<file path="src/rtl/noc_initiator_if.sv">
// Local request/response port and NoC byte bus of the host-side initiator.
// The master modport is the initiator's view; the slave modport is the requester plus device side.
interface noc_initiator_if;
    logic        req_valid;
    logic        req_ready;
    logic        req_write;
    logic [1:0]  req_len;
    logic [3:0]  req_dest;
    logic [31:0] req_addr;
    logic [63:0] req_wdata;
    logic        CmdW;
    logic [7:0]  DataW;
    logic        CmdR;
    logic [7:0]  DataR;
    logic        rsp_valid;
    logic        rsp_write;
    logic        rsp_err;
    logic [63:0] rsp_rdata;

    modport master (
        input  req_valid, req_write, req_len, req_dest, req_addr, req_wdata, CmdR, DataR,
        output req_ready, CmdW, DataW, rsp_valid, rsp_write, rsp_err, rsp_rdata
    );

    modport slave (
        output req_valid, req_write, req_len, req_dest, req_addr, req_wdata, CmdR, DataR,
        input  req_ready, CmdW, DataW, rsp_valid, rsp_write, rsp_err, rsp_rdata
    );
endinterface

</file>
<file path="src/rtl/noc_initiator.sv">
// Host-side NoC initiator: serializes one read/write request into a byte packet,
// then parses the matching response (or times out) and reports completion.
module noc_initiator #(
    parameter logic [3:0]  SRC_ID  = 4'h1,
    parameter int unsigned TIMEOUT = 1024
) (
    input logic             clk,
    input logic             rst,
    noc_initiator_if.master bus
);
    localparam int unsigned   TW       = $clog2(TIMEOUT + 1);
    localparam logic [TW-1:0] TMO_LAST = TW'(TIMEOUT - 1);
    localparam logic [2:0]    OP_RD_REQ = 3'b001;
    localparam logic [2:0]    OP_WR_REQ = 3'b010;
    localparam logic [2:0]    OP_RD_RSP = 3'b011;
    localparam logic [2:0]    OP_WR_RSP = 3'b100;

    typedef enum logic [2:0] {IDLE, CMD, ID, ADDR, WDATA, WAIT} txState_e;
    typedef enum logic [1:0] {R_IDLE, R_ID, R_DATA} rxState_e;

    txState_e      txState, txStateNext;
    rxState_e      rxState, rxStateNext;
    logic [2:0]    idx, idxNext;
    logic [TW-1:0] tmoCnt, tmoCntNext;
    logic          curWrite, curWriteNext;
    logic [1:0]    curLen, curLenNext;
    logic [3:0]    curDest, curDestNext;
    logic [31:0]   curAddr, curAddrNext;
    logic [63:0]   curWdata, curWdataNext;
    logic          rxIsWr, rxIsWrNext;
    logic [1:0]    rxLen, rxLenNext;
    logic [63:0]   rdAcc, rdAccNext;
    logic          cmdW, cmdWNext;
    logic [7:0]    dataW, dataWNext;
    logic          reqReady, reqReadyNext;
    logic          rspValid, rspValidNext;
    logic          rspWrite, rspWriteNext;
    logic          rspErr, rspErrNext;
    logic [63:0]   rspRdata, rspRdataNext;

    logic [2:0]    lastIdx;
    logic [2:0]    idxInc;
    logic [63:0]   rdMerged;
    logic          enterWait;
    logic          done;
    logic          doneErr;
    logic [63:0]   doneData;

    assign bus.req_ready = reqReady;
    assign bus.CmdW      = cmdW;
    assign bus.DataW     = dataW;
    assign bus.rsp_valid = rspValid;
    assign bus.rsp_write = rspWrite;
    assign bus.rsp_err   = rspErr;
    assign bus.rsp_rdata = rspRdata;

    // Index of the final payload byte for the captured length code
    always_comb begin
        case (curLen)
            2'd0:    lastIdx = 3'd0;
            2'd1:    lastIdx = 3'd1;
            2'd2:    lastIdx = 3'd3;
            default: lastIdx = 3'd7;
        endcase
    end

    always_comb begin
        txStateNext  = txState;
        rxStateNext  = rxState;
        idxNext      = idx;
        tmoCntNext   = tmoCnt;
        curWriteNext = curWrite;
        curLenNext   = curLen;
        curDestNext  = curDest;
        curAddrNext  = curAddr;
        curWdataNext = curWdata;
        rxIsWrNext   = rxIsWr;
        rxLenNext    = rxLen;
        rdAccNext    = rdAcc;
        cmdWNext     = cmdW;
        dataWNext    = dataW;
        reqReadyNext = reqReady;
        rspValidNext = 1'b0;
        rspWriteNext = rspWrite;
        rspErrNext   = rspErr;
        rspRdataNext = rspRdata;
        enterWait    = 1'b0;
        done         = 1'b0;
        doneErr      = 1'b0;
        doneData     = '0;
        idxInc       = idx + 3'd1;
        rdMerged     = rdAcc | (64'(bus.DataR) << {idx, 3'b000});

        case (txState)
            IDLE: begin
                reqReadyNext = 1'b1;
                if (bus.req_valid && reqReady) begin
                    curWriteNext = bus.req_write;
                    curLenNext   = bus.req_len;
                    curDestNext  = bus.req_dest;
                    curAddrNext  = bus.req_addr;
                    curWdataNext = bus.req_wdata;
                    cmdWNext     = 1'b1;
                    dataWNext    = {bus.req_write ? OP_WR_REQ : OP_RD_REQ, 3'b000, bus.req_len};
                    reqReadyNext = 1'b0;
                    txStateNext  = CMD;
                end
            end
            CMD: begin
                cmdWNext    = 1'b0;
                dataWNext   = {curDest, SRC_ID};
                txStateNext = ID;
            end
            ID: begin
                dataWNext   = curAddr[7:0];
                idxNext     = 3'd0;
                txStateNext = ADDR;
            end
            ADDR: begin
                if (idx == 3'd3) begin
                    if (curWrite) begin
                        dataWNext   = curWdata[7:0];
                        idxNext     = 3'd0;
                        txStateNext = WDATA;
                    end else begin
                        enterWait = 1'b1;
                    end
                end else begin
                    idxNext   = idxInc;
                    dataWNext = 8'(curAddr >> {idxInc, 3'b000});
                end
            end
            WDATA: begin
                if (idx == lastIdx) begin
                    enterWait = 1'b1;
                end else begin
                    idxNext   = idxInc;
                    dataWNext = 8'(curWdata >> {idxInc, 3'b000});
                end
            end
            WAIT: begin
                tmoCntNext = tmoCnt + TW'(1);
                case (rxState)
                    R_IDLE: begin
                        if (bus.CmdR && (bus.DataR[7:5] == OP_RD_RSP || bus.DataR[7:5] == OP_WR_RSP)) begin
                            rxIsWrNext  = (bus.DataR[7:5] == OP_WR_RSP);
                            rxLenNext   = bus.DataR[1:0];
                            rxStateNext = R_ID;
                        end
                    end
                    R_ID: begin
                        if (bus.CmdR) begin
                            done    = 1'b1;
                            doneErr = 1'b1;
                        end else if (bus.DataR[7:4] != SRC_ID) begin
                            rxStateNext = R_IDLE;
                        end else if (rxIsWr != curWrite || (!curWrite && rxLen != curLen)) begin
                            done    = 1'b1;
                            doneErr = 1'b1;
                        end else if (curWrite) begin
                            done = 1'b1;
                        end else begin
                            idxNext     = 3'd0;
                            rxStateNext = R_DATA;
                        end
                    end
                    R_DATA: begin
                        if (bus.CmdR) begin
                            done    = 1'b1;
                            doneErr = 1'b1;
                        end else begin
                            rdAccNext = rdMerged;
                            if (idx == lastIdx) begin
                                done     = 1'b1;
                                doneData = rdMerged;
                            end else begin
                                idxNext = idxInc;
                            end
                        end
                    end
                    default: rxStateNext = R_IDLE;
                endcase

                // A real completion wins over a timeout in the same cycle
                if (!done && tmoCnt == TMO_LAST) begin
                    done    = 1'b1;
                    doneErr = 1'b1;
                end

                if (done) begin
                    rspValidNext = 1'b1;
                    rspWriteNext = curWrite;
                    rspErrNext   = doneErr;
                    rspRdataNext = doneErr ? 64'd0 : doneData;
                    reqReadyNext = 1'b1;
                    txStateNext  = IDLE;
                    rxStateNext  = R_IDLE;
                end
            end
            default: txStateNext = IDLE;
        endcase

        // Last request byte sent: idle the bus and arm the response parser
        if (enterWait) begin
            cmdWNext    = 1'b1;
            dataWNext   = 8'h00;
            txStateNext = WAIT;
            rxStateNext = R_IDLE;
            tmoCntNext  = '0;
            rdAccNext   = '0;
            idxNext     = 3'd0;
        end
    end

    always_ff @(posedge clk) begin
        if (rst) begin
            txState  <= IDLE;
            rxState  <= R_IDLE;
            idx      <= 3'd0;
            tmoCnt   <= '0;
            curWrite <= 1'b0;
            curLen   <= 2'd0;
            curDest  <= 4'd0;
            curAddr  <= 32'd0;
            curWdata <= 64'd0;
            rxIsWr   <= 1'b0;
            rxLen    <= 2'd0;
            rdAcc    <= 64'd0;
            cmdW     <= 1'b1;
            dataW    <= 8'h00;
            reqReady <= 1'b0;
            rspValid <= 1'b0;
            rspWrite <= 1'b0;
            rspErr   <= 1'b0;
            rspRdata <= 64'd0;
        end else begin
            txState  <= txStateNext;
            rxState  <= rxStateNext;
            idx      <= idxNext;
            tmoCnt   <= tmoCntNext;
            curWrite <= curWriteNext;
            curLen   <= curLenNext;
            curDest  <= curDestNext;
            curAddr  <= curAddrNext;
            curWdata <= curWdataNext;
            rxIsWr   <= rxIsWrNext;
            rxLen    <= rxLenNext;
            rdAcc    <= rdAccNext;
            cmdW     <= cmdWNext;
            dataW    <= dataWNext;
            reqReady <= reqReadyNext;
            rspValid <= rspValidNext;
            rspWrite <= rspWriteNext;
            rspErr   <= rspErrNext;
            rspRdata <= rspRdataNext;
        end
    end
endmodule

</file>
<file path="src/flat_wrapper.sv">
// flat-port wrapper written by rule: the top's interface ports become plain ports
module noc_initiator_flat 
#(
    parameter logic [3:0]  SRC_ID  = 4'h1,
    parameter int unsigned TIMEOUT = 1024
)
  (clk, rst, bus_req_valid, bus_req_write, bus_req_len, bus_req_dest, bus_req_addr, bus_req_wdata, bus_CmdR, bus_DataR, bus_req_ready, bus_CmdW, bus_DataW, bus_rsp_valid, bus_rsp_write, bus_rsp_err, bus_rsp_rdata);
  noc_initiator_if bus_i ();
  input logic clk;
  input logic rst;
  input wire logic [$bits(bus_i.req_valid)-1:0] bus_req_valid;
  input wire logic [$bits(bus_i.req_write)-1:0] bus_req_write;
  input wire logic [$bits(bus_i.req_len)-1:0] bus_req_len;
  input wire logic [$bits(bus_i.req_dest)-1:0] bus_req_dest;
  input wire logic [$bits(bus_i.req_addr)-1:0] bus_req_addr;
  input wire logic [$bits(bus_i.req_wdata)-1:0] bus_req_wdata;
  input wire logic [$bits(bus_i.CmdR)-1:0] bus_CmdR;
  input wire logic [$bits(bus_i.DataR)-1:0] bus_DataR;
  output wire logic [$bits(bus_i.req_ready)-1:0] bus_req_ready;
  output wire logic [$bits(bus_i.CmdW)-1:0] bus_CmdW;
  output wire logic [$bits(bus_i.DataW)-1:0] bus_DataW;
  output wire logic [$bits(bus_i.rsp_valid)-1:0] bus_rsp_valid;
  output wire logic [$bits(bus_i.rsp_write)-1:0] bus_rsp_write;
  output wire logic [$bits(bus_i.rsp_err)-1:0] bus_rsp_err;
  output wire logic [$bits(bus_i.rsp_rdata)-1:0] bus_rsp_rdata;
  assign bus_i.req_valid = bus_req_valid;
  assign bus_i.req_write = bus_req_write;
  assign bus_i.req_len = bus_req_len;
  assign bus_i.req_dest = bus_req_dest;
  assign bus_i.req_addr = bus_req_addr;
  assign bus_i.req_wdata = bus_req_wdata;
  assign bus_i.CmdR = bus_CmdR;
  assign bus_i.DataR = bus_DataR;
  assign bus_req_ready = bus_i.req_ready;
  assign bus_CmdW = bus_i.CmdW;
  assign bus_DataW = bus_i.DataW;
  assign bus_rsp_valid = bus_i.rsp_valid;
  assign bus_rsp_write = bus_i.rsp_write;
  assign bus_rsp_err = bus_i.rsp_err;
  assign bus_rsp_rdata = bus_i.rsp_rdata;
  noc_initiator #(.SRC_ID(SRC_ID), .TIMEOUT(TIMEOUT)) u_core (.clk(clk), .rst(rst), .bus(bus_i));
endmodule
</file>
<file path="config.mk">
export PLATFORM = sky130hd
export DESIGN_NAME = noc_initiator_flat
export DESIGN_NICKNAME = d
export VERILOG_FILES = /design/src/rtl/noc_initiator_if.sv /design/src/rtl/noc_initiator.sv /design/src/flat_wrapper.sv
export SDC_FILE = /design/constraint.sdc
export NUM_CORES = 1
export LEC_CHECK = 0
export ABC_AREA = 0
export ABC_CLOCK_PERIOD_IN_PS = 3850
export CAP_MARGIN = 40
export CORE_MARGIN = 4
export CORE_UTILIZATION = 45
export CTS_CLUSTER_DIAMETER = 60
export CTS_CLUSTER_SIZE = 20
export DETAILED_ROUTE_END_ITERATION = 12
export HOLD_SLACK_MARGIN = 0.02
export PLACE_DENSITY = 0.75
export SYNTH_ARGS = -nofsm -noshare
export SYNTH_HDL_FRONTEND = slang
export SYNTH_SLANG_ARGS = --single-unit
</file>
<file path="constraint.sdc">
create_clock -name clk -period 3.85 [get_ports clk]
set_clock_uncertainty 0.2 [all_clocks]
set_input_delay 0.9625 -clock clk [delete_from_list [all_inputs] [get_ports clk]]
set_output_delay 0.9625 -clock clk [all_outputs]
set_load 0.05 [all_outputs]
</file>
==> impl_metrics.toml, run 1 <==
[run_status]
status = "complete, no violations"

[global_routing]
grt_first_pass_wirelength_um = 46600
grt_usage_pct = 21.3
grt_overflow_total = 0
antenna_found_initial = 0
grt_pass1_vias = 8658
grt_max_degree = 80

[critical_path]
rrSetupSlack_ps = 780
worstPathRequired_ps = 4020
setup.worst_path.class = "primary input to register"
critPathBufInv = 2
crit_path_max_incr_delay_ps = 600
worstPathMaxFanout = 64
reg2reg_to = "u_core.bus.rsp_rdata[43]$_SDFFE_PP0P_"
cp_slowest_cell = "buf_4"
rr_worst_depth = 7
crit-reg2reg-launch = "u_core.txState[2]$_SDFFE_PP0P_"
cp-start-kind = "primary input"
path_delay_family = "buffers and inverters"
critPathArrivalTime_ps = 3350
crit_chain = "clkdlybuf4s50_1, nor4b_2, nand3_1, o211ai_4, buf_4, o2bb2ai_1"
endpoint_kind = "register"

[timing]
fin_crit_ps = 3180
slew_violations = 0
rsz0062_at_grt = "false"
finalWorstSetupSlack_ps = 669
slew_headroom_pct = 35.6
finalSetupViolCount = 0
timing.hold.ws_ps = 254
finalHoldViolCount = 0
worst_slew_pin_slew_ps = 958
max_freq_mhz = 314
period_share_pct = 82.6
setup-tns-final_ps = 0

[routing]
drtIter0Drc = 928
wl_um = 29800
wire_per_inst_um = 17.6
num_vias = 9394
dr.pass1.iters = 5
drc_errors = 0
ant_nets = 0
via_per_inst = 5.54

[cells_and_area]
finish.utilization_pct = 57.9
area_growth_pct = 25.5
drive_above_1_share_pct = 8.50
antenna_cells = 0
fin_area_um2 = 13700
nNetsFinal = 1486

[clock_tree]
insertion_delay_ps = 520
cts_made_buffers = 21
cts_tree = "done"
cts_root_buf = "clkbuf_16"
postCtsHoldBufs = 0
cts_buffer_depth = 3
cts.clk_slew.worst_paths_ps = 80
htreeDepth = 1
cts_resized = 0
cts_setup_buffers = 0
numClockSinks = 266

[hold_path]
hold_depth = 2
min-delay-start = "u_core.curWdata[49]$_SDFFE_PP0P_"
min_path_type = "register to register"
hold_end = "u_core.curWdata[49]$_SDFFE_PP0P_"

[place]
io_buffers = 191
gp_congestion = 0.899
dpl-instance-area_um2 = 13000
place_ws_ps = 195
dp_hpwl_um = 20200

[power]
p_sw_share_pct = 26.0
switchingPower_uw = 1500
combinationalPowerShare_pct = 10.8
power.leakage_uw = 0.00469
powerDensity_nw_per_um2 = 421
seqPwrFrac_pct = 50.2
irDropWorstVdd_uv = 304
clkPwrFrac_pct = 39.0
p_int_uw = 4270

[floorplanning]
die_h_um = 164
core_area_um2 = 23700
dieWidth_um = 164
die-area_um2 = 26800
io_pins = 192
row_count = 56
initial_utilization_pct = 46.1

[yosys]
yosysWarnings = 0
synth_area_um2 = 10900
synth_seq_cells = 266
synth_edf_count = 0
synth_cell_types = 71
synth_area_leaders = "dfxtp_1 49%, a21oi_1 12%, nand2_1 8.1%"
seq_area_frac_synth_pct = 48.8
synthArstFlopShare_pct = 0
yosysTopAreaCellShare_pct = 48.8
synthCells = 1225
synth_nets = 1348
syn_avg_cell_area_um2 = 8.91
synth_top_area_cell = "dfxtp_1"
synth_ff_type = "dfxtp_1"

[job]
maxCapViolations = 0
flip-flops by register name (all words and copies together) (netlist names), 3 cells and up:
signal	cells
u_core.bus.rsp_rdata	64
u_core.curWdata	64
u_core.rdAcc	64
u_core.curAddr	32
u_core.tmoCnt	11
u_core.bus.DataW	8
u_core.curDest	4
u_core.idx	3
u_core.txState	3
cells in the final DEF, fill, tap and decap left out, types with 20 or more instances in the layout:
| cell type | synthesis | layout |
|---|---|---|
| o2bb2ai_1 | 56 | 56 |
| nor2_1 | 100 | 99 |
| nand2_1 | 235 | 235 |
| mux4_2 | 24 | 24 |
| o21ai_0 | 20 | 20 |
| buf_4 | 4 | 22 |
| dfxtp_1 | 266 | 265 |
| a21oi_1 | 255 | 255 |
| clkdlybuf4s50_1 | 0 | 190 |
| clkbuf_16 | 0 | 21 |
Yosys cell counts, drive strengths merged, types with 3 or more instances:
library cell  instances
nand4                 6
inv                   9
ha                    8
o211ai                3
nor4                  5
xor2                  9
clkbuf               49
nand3                14
a31oi                 4
o21ai                20
dfxtp               266
or3                   6
o2bb2ai              66
nor2b                10
and3                  4
a21o                  3
buf                  51
o2111ai               3
a211oi                4
nor3b                 6
mux4                 24
nor3                 10
nor2                100
nand4b                3
mux2i                 8
nand2b                3
xnor2                 4
a21oi               256
nand2               235
worst min-delay path: stages (launching register included):
cell and delay (ps):
dfxtp_1 310, nand2_1 50, a21oi_1 50
per-layer routing:
metal / wire [um] / vias to the layer above / GRT usage [%] / share of wire, %
li1: - / 4577 / - / -
met1: 13500 / 4464 / 31.4 / 45
met2: 13600 / 304 / 32.4 / 46
met3: 2010 / 49 / 3.44 / 6.7
met4: 710 / 0 / 6.14 / 2.4
met5: 0 / - / 0 / 0
worst max-delay path by stage:
| stage | from | endpoint | slack, ps | depth (start not counted) |
|---|---|---|---|---|
| finish | bus_DataR[4] | u_core.bus.rsp_rdata[43]$_SDFFE_PP0P_ | 670 | 6 |
| global route | bus_DataR[4] | u_core.bus.rsp_rdata[43]$_SDFFE_PP0P_ | 590 | 6 |
| CTS | bus_DataR[4] | u_core.bus.rsp_rdata[43]$_SDFFE_PP0P_ | 720 | 6 |
| detailed placement | bus_DataR[4] | u_core.bus.rsp_rdata[43]$_SDFFE_PP0P_ | 200 | 6 |
| global placement | bus_DataR[4] | u_core.bus.rsp_rdata[51]$_SDFFE_PP0P_ | 260 | 6 |
| floorplan | bus_DataR[4] | u_core.bus.rsp_rdata[62]$_SDFFE_PP0P_ | 1130 | 8 |
metrics by stage:
stage	total power [uW]	cells
6_report	5770	1695
5_1_grt	5970	1695
4_1_cts	5810	1695
3_5_place_dp	3580	1659
3_3_place_gp	3570	1659
2_1_floorplan	3320	1225
layout make-up:
class,instances,area (um2)
Timing Repair Buffer,215,2130
Tap cell,319,399
Fill cell,2141,9980
Sequential cell,266,5330
Clock buffer,24,567
Inverter,9,33.8
Multi-Input combinational cell,850,5110
Clock inverter,12,144
cells by family after synthesis:
logic type	synth area share [%]
simple gates	16.5
compound gates	22.2
flops	48.8
buf+inv	4.72
mux	5.89
xor+xnor	1.04
fa+ha+maj	0.917
power by group through the flow:
| stage | sequential (uW) | clock [uW] | combinational [uW] |
|---|---|---|---|
| finish | 2890 | 2250 | 623 |
| floorplan | 2980 | 0 | 336 |
| CTS | 2890 | 2290 | 623 |
| global route | 2900 | 2400 | 674 |
| global placement | 2950 | 0 | 612 |
| detailed placement | 2960 | 0 | 621 |
Power figures use the tool's default switching activity.
==> inputs of run 2 (changes only) <==
Settings changed: ABC_CLOCK_PERIOD_IN_PS 3850 to 2700, PLACE_DENSITY 0.75 to 0.78.
Clock period 3.85 ns to 2.7 ns, I/O delays scaled along.
==> run 2 against run 1 <==
Effect of this change:
- clock power is 64% higher
- critical path depth is 5 lower
- non-clock buffer count is 52 higher
- combinational power is 57% higher
- wire length is 4.7% higher
- largest cell class unchanged
==> impl_metrics.toml, run 2 (same netlist as run 1, synthesis figures left out) <==
[floorplanning]
dieWidth_um = 164
io_pins = 192
die-area_um2 = 26800
initial_utilization_pct = 46.1
row_count = 56
core_area_um2 = 23700
die_h_um = 164

[timing]
period_share_pct = 97.3
worst_slew_pin_slew_ps = 716
setup-tns-final_ps = 0
finalHoldViolCount = 0
max_freq_mhz = 380
timing.hold.ws_ps = 245
slew_headroom_pct = 52.3
fin_crit_ps = 2630
slew_violations = 0
rsz0062_at_grt = "false"
finalSetupViolCount = 0

[cells_and_area]
num-fill-cells = 2011
layout_commonest_cell = "dfxtp_1"
nNetsFinal = 1540
mostFrequentLayoutCells = "265 x dfxtp_1, 255 x a21oi_1, 235 x nand2_1, 187 x clkdlybuf4s50_1, 99 x nor2_1"
area_growth_pct = 31.6
layout.cells.non_filler = 1753
drive_above_1_share_pct = 12.1

[place]
gp_congestion = 0.923
dpl.cell_count = 1711
io_buffers = 191
dp_hpwl_um = 21900

[global_routing]
grt_pass1_vias = 9389
grt_usage_pct = 22.8
grt_max_degree = 70
grt_first_pass_wirelength_um = 49600
grt_overflow_total = 0
antenna_found_initial = 1

[critical_path]
endpoint_kind = "output port"
critPathBufInv = 1
crit_path_max_incr_delay_ps = 830
worstPathMaxFanout = 2
cp_slowest_cell = "clkdlybuf4s50_1"
crit_chain = "clkdlybuf4s50_1"
setup.worst_path.class = "register to output port"
worstPathRequired_ps = 1820
critPathArrivalTime_ps = 1750
cp-start-kind = "register"
path_delay_family = "buffers and inverters"

[clock_tree]
cts_tree = "done"
cts.clk_slew.worst_paths_ps = 80
htreeDepth = 1
insertion_delay_ps = 520
cts_made_buffers = 23
cts_root_buf = "clkbuf_16"
numClockSinks = 266
cts_setup_buffers = 0
cts_buffer_depth = 3

[routing]
drtIter0Drc = 803
ant_nets = 0
num_vias = 9779
via_per_inst = 5.58
drc_errors = 0
wire_per_inst_um = 17.8
wl_um = 31200
dr.pass1.iters = 7

[hold_path]
min_path_type = "primary input to register"

[power]
irDropWorstVdd_uv = 405
powerDensity_nw_per_um2 = 612
power.leakage_uw = 0.00509

[run_status]
status = "complete, no violations"

[job]
maxCapViolations = 0
[run 2: changes by cell type in the layout (fill, tap and decap cells not counted), sizes merged]
cell,delta
buf,+52
bufinv,+3
clkbuf,-1
clkdlybuf4s50,-3
clkinv,+2
clkinvlp,-1
diode,+1
dlygate4sd2,+2
dlymetal6s2s,+1
inv,+2
[run 2: worst paths after layout]
check | end | slack (ps) | depth (start not counted) | start
min | u_core.bus.rsp_write$_SDFFE_PP0P_ | 240 | 2 | rst
min reg2reg | u_core.curDest[3]$_SDFFE_PP0P_ | 250 | 2 | u_core.curDest[3]$_SDFFE_PP0P_
max reg2reg | u_core.bus.rsp_rdata[13]$_SDFFE_PP0P_ | 160 | 7 | u_core.curLen[1]$_SDFFE_PP0P_
max | bus_rsp_rdata[56] | 70 | 1 | u_core.bus.rsp_rdata[56]$_SDFFE_PP0P_
[run 2: power by group]
part           switching [uW]  internal (uW)  total, uW
Clock                    1650           2040       3690
Combinational             538            436        975
Sequential               85.3           4040       4120
[run 2: metrics by stage]
| step | total power (uW) | instance area (um2) | setup slack [ps] | utilization, % |
|---|---|---|---|---|
| final | 8790 | 14400 | 71.8 | 60.7 |
| after floorplan | 4730 | 10900 | 236 | - |
| after CTS | 8830 | 14400 | 19.7 | 60.6 |
| after global placement | 5150 | 13500 | -331 | 57.0 |
| after global routing | 9100 | 14400 | 4.67 | 60.7 |
| after detailed placement | 5170 | 13500 | -369 | 57.0 |
[run 2: timing repair]
item,4_1_cts,5_1_grt
setup endpoints to repair,2,1
resized for setup,2,1
hold buffers,0,0
[run 2: layout make-up]
class / instances / area (um2) / area share (%)
flip-flops and latches: 266 / 5330 / 37.1
multi-input cells: 850 / 5110 / 35.5
repair buffers: 267 / 2640 / 18.4
clock buffers: 23 / 576 / 4.01
well taps: 319 / 399 / 2.78
clock inverters: 18 / 278 / 1.93
inverters: 9 / 33.8 / 0.235
diodes: 1 / 2.50 / 0.0174
[run 2: metal layers]
layer	GRT usage, %	wire length [um]	vias up
met5	0	0	-
met4	5.99	723	0
met3	3.29	1860	47
met2	37.1	14700	350
met1	31.9	13900	4692
li1	-	-	4690
==> inputs of run 3 (changes only) <==
--- a/config.mk
+++ b/config.mk
@@ -11,4 +11,5 @@
 export CORE_MARGIN = 4
 export CORE_UTILIZATION = 45
+export CTS_BUF_LIST = sky130_fd_sc_hd__clkbuf_2
 export CTS_CLUSTER_DIAMETER = 60
 export CTS_CLUSTER_SIZE = 20
==> constraint.sdc (replaced) <==
create_clock -name clk -period 2.7 [get_ports clk]
set_clock_uncertainty 0.2 [all_clocks]
set_input_delay 0.54 -clock clk [delete_from_list [all_inputs] [get_ports clk]]
set_output_delay 0.54 -clock clk [all_outputs]
set_load 0.05 [all_outputs]
==> run 3 against run 2 <==
Effect of this change:
- core utilization rose by 0.52 points
- global-route usage rose by 1.6 points
- maximum frequency rose by 1.0%
- power fell by 21%
- critical path type unchanged
- critical endpoint is now bus_DataW[7]
- highest routed layer unchanged
==> impl_metrics.toml, run 3 (same netlist as run 1, synthesis figures left out) <==
[run_status]
status = "complete, no violations"

[critical_path]
path_delay_family = "buffers and inverters"
crit-reg2reg-launch = "u_core.txState[2]$_SDFFE_PP0P_"
reg2reg_to = "u_core.idx[1]$_SDFFE_PP0P_"
critPathBufInv = 1
worstPathMaxFanout = 2
rrSetupSlack_ps = 130
cp-start-kind = "register"
setup.worst_path.class = "register to output port"
rr_worst_depth = 5
crit_chain = "dlygate4sd2_1"
crit_path_max_incr_delay_ps = 550
cp_slowest_cell = "dlygate4sd2_1"
endpoint_kind = "output port"
worstPathRequired_ps = 1960
critPathArrivalTime_ps = 1860

[routing]
drc_errors = 0
ant_nets = 0
drtIter0Drc = 906
dr.pass1.iters = 7
wl_um = 33400
via_per_inst = 5.61
wire_per_inst_um = 18.3
num_vias = 10200

[hold_path]
min_path_type = "primary input to register"
min-delay-start = "bus_req_dest[2]"
hold_end = "u_core.curDest[2]$_SDFFE_PP0P_"
hold_depth = 3

[place]
dpl.cell_count = 1696
dp_hpwl_um = 21700
io_buffers = 191
gp_congestion = 0.883

[cells_and_area]
layout.cells.non_filler = 1826
nNetsFinal = 1620
drive_above_1_share_pct = 9.97
mostFrequentLayoutCells = "265 x dfxtp_1, 255 x a21oi_1, 235 x nand2_1, 113 x clkdlybuf4s50_1, 99 x nor2_1"
area_growth_pct = 32.7
layout_commonest_cell = "dfxtp_1"
finish.utilization_pct = 61.2

[timing]
finalSetupViolCount = 0
finalHoldViolCount = 0
slew_violations = 0
worst_slew_pin_slew_ps = 816
max_freq_mhz = 384
period_share_pct = 96.4
fin_crit_ps = 2600
rsz0062_at_grt = "false"
slew_headroom_pct = 45.4

[floorplanning]
core_area_um2 = 23700
dieWidth_um = 164
die-area_um2 = 26800
io_pins = 192
row_count = 56
initial_utilization_pct = 46.1
die_h_um = 164

[global_routing]
grt_overflow_total = 0
grt_first_pass_wirelength_um = 52900
antenna_found_initial = 2
grt_usage_pct = 24.4
grt_max_degree = 74
grt_pass1_vias = 10000

[power]
clkPwrFrac_pct = 24.6
p_int_uw = 4990
seqPwrFrac_pct = 59.9
combinationalPowerShare_pct = 15.5
p_sw_share_pct = 28.1
power.leakage_uw = 0.00547
switchingPower_uw = 1950
powerDensity_nw_per_um2 = 479
total_power_uw = 6940
irDropWorstVdd_uv = 238

[clock_tree]
cts_made_buffers = 19
htreeDepth = 1
insertion_delay_ps = 840
numClockSinks = 266
cts.clk_slew.worst_paths_ps = 340
cts_tree = "done"
cts_root_buf = "clkbuf_2"
cts_buffer_depth = 3

[job]
maxCapViolations = 0
-- run 3: worst max path at each step --
| stage | cells past startpoint | start | endpoint |
|---|---|---|---|
| floorplan | 8 | u_core.idx[1]$_SDFFE_PP0P_ | u_core.bus.DataW[2]$_SDFFE_PP0P_ |
| global placement | 9 | bus_DataR[4] | u_core.rxState[1]$_SDFFE_PP0P_ |
| detailed placement | 9 | bus_DataR[4] | u_core.rxState[1]$_SDFFE_PP0P_ |
| CTS | 1 | u_core.bus.rsp_rdata[1]$_SDFFE_PP0P_ | bus_rsp_rdata[1] |
| global route | 1 | u_core.bus.rsp_rdata[1]$_SDFFE_PP0P_ | bus_rsp_rdata[1] |
| finish | 1 | u_core.bus.DataW[7]$_SDFFE_PP0P_ | bus_DataW[7] |
-- run 3: layer usage --
layer | vias up | global-route usage (%) | share of wire [%]
li1 | 4843 | - | -
met1 | 4880 | 32.5 | 42
met3 | 105 | 3.24 | 6.0
met4 | 0 | 10.4 | 4.4
met5 | - | 0 | 0
met2 | 417 | 39.8 | 48
-- run 3: stage by stage --
step / setup slack (ps) / instance area [um2] / hold WS (ps) / setup TNS, ps
after floorplan: 236 / 10900 / 232 / 0
after global placement: -117 / 13400 / 239 / -1580
after detailed placement: -102 / 13400 / 246 / -3040
after CTS: 30.6 / 14500 / 23.5 / 0
after global routing: 12.7 / 14500 / 57.6 / 0
final: 98.1 / 14500 / 79.0 / 0
-- run 3: worst register-to-register path, stage by stage (launching register included) --
cell and delay [ps]:
dfxtp_1 650, nand2b_1 240, nor2_1 680, a211oi_2 250, and3_1 240, a32o_1 190
-- run 3: area by class of cell --
type                            instances  area [um2]
Antenna cell                            3        7.51
Clock buffer                           19        95.1
Clock inverter                          9         120
Fill cell                            2012        9200
Inverter                                9        33.8
Multi-Input combinational cell        850        5110
Sequential cell                       266        5330
Tap cell                              319         399
Timing Repair Buffer                  351        3400
-- run 3: repair_timing --
action / 4_1_cts / 5_1_grt
gates cloned: 0 / 0
hold buffers: 97 / 0
endpoints found under the hold margin: 105 / 0
pin swaps: 0 / 1
endpoints found under the setup margin: 77 / 5
gates resized for setup: 79 / 1
buffers inserted: 0 / 2
-- run 3: power groups by stage --
stage / Clock [uW] / Combinational (uW) / Sequential, uW
floorplan: 0 / 479 / 4250
global placement: 0 / 916 / 4210
global route: 1880 / 1150 / 4170
finish: 1710 / 1070 / 4160
CTS: 1740 / 1030 / 4150
detailed placement: 0 / 932 / 4220
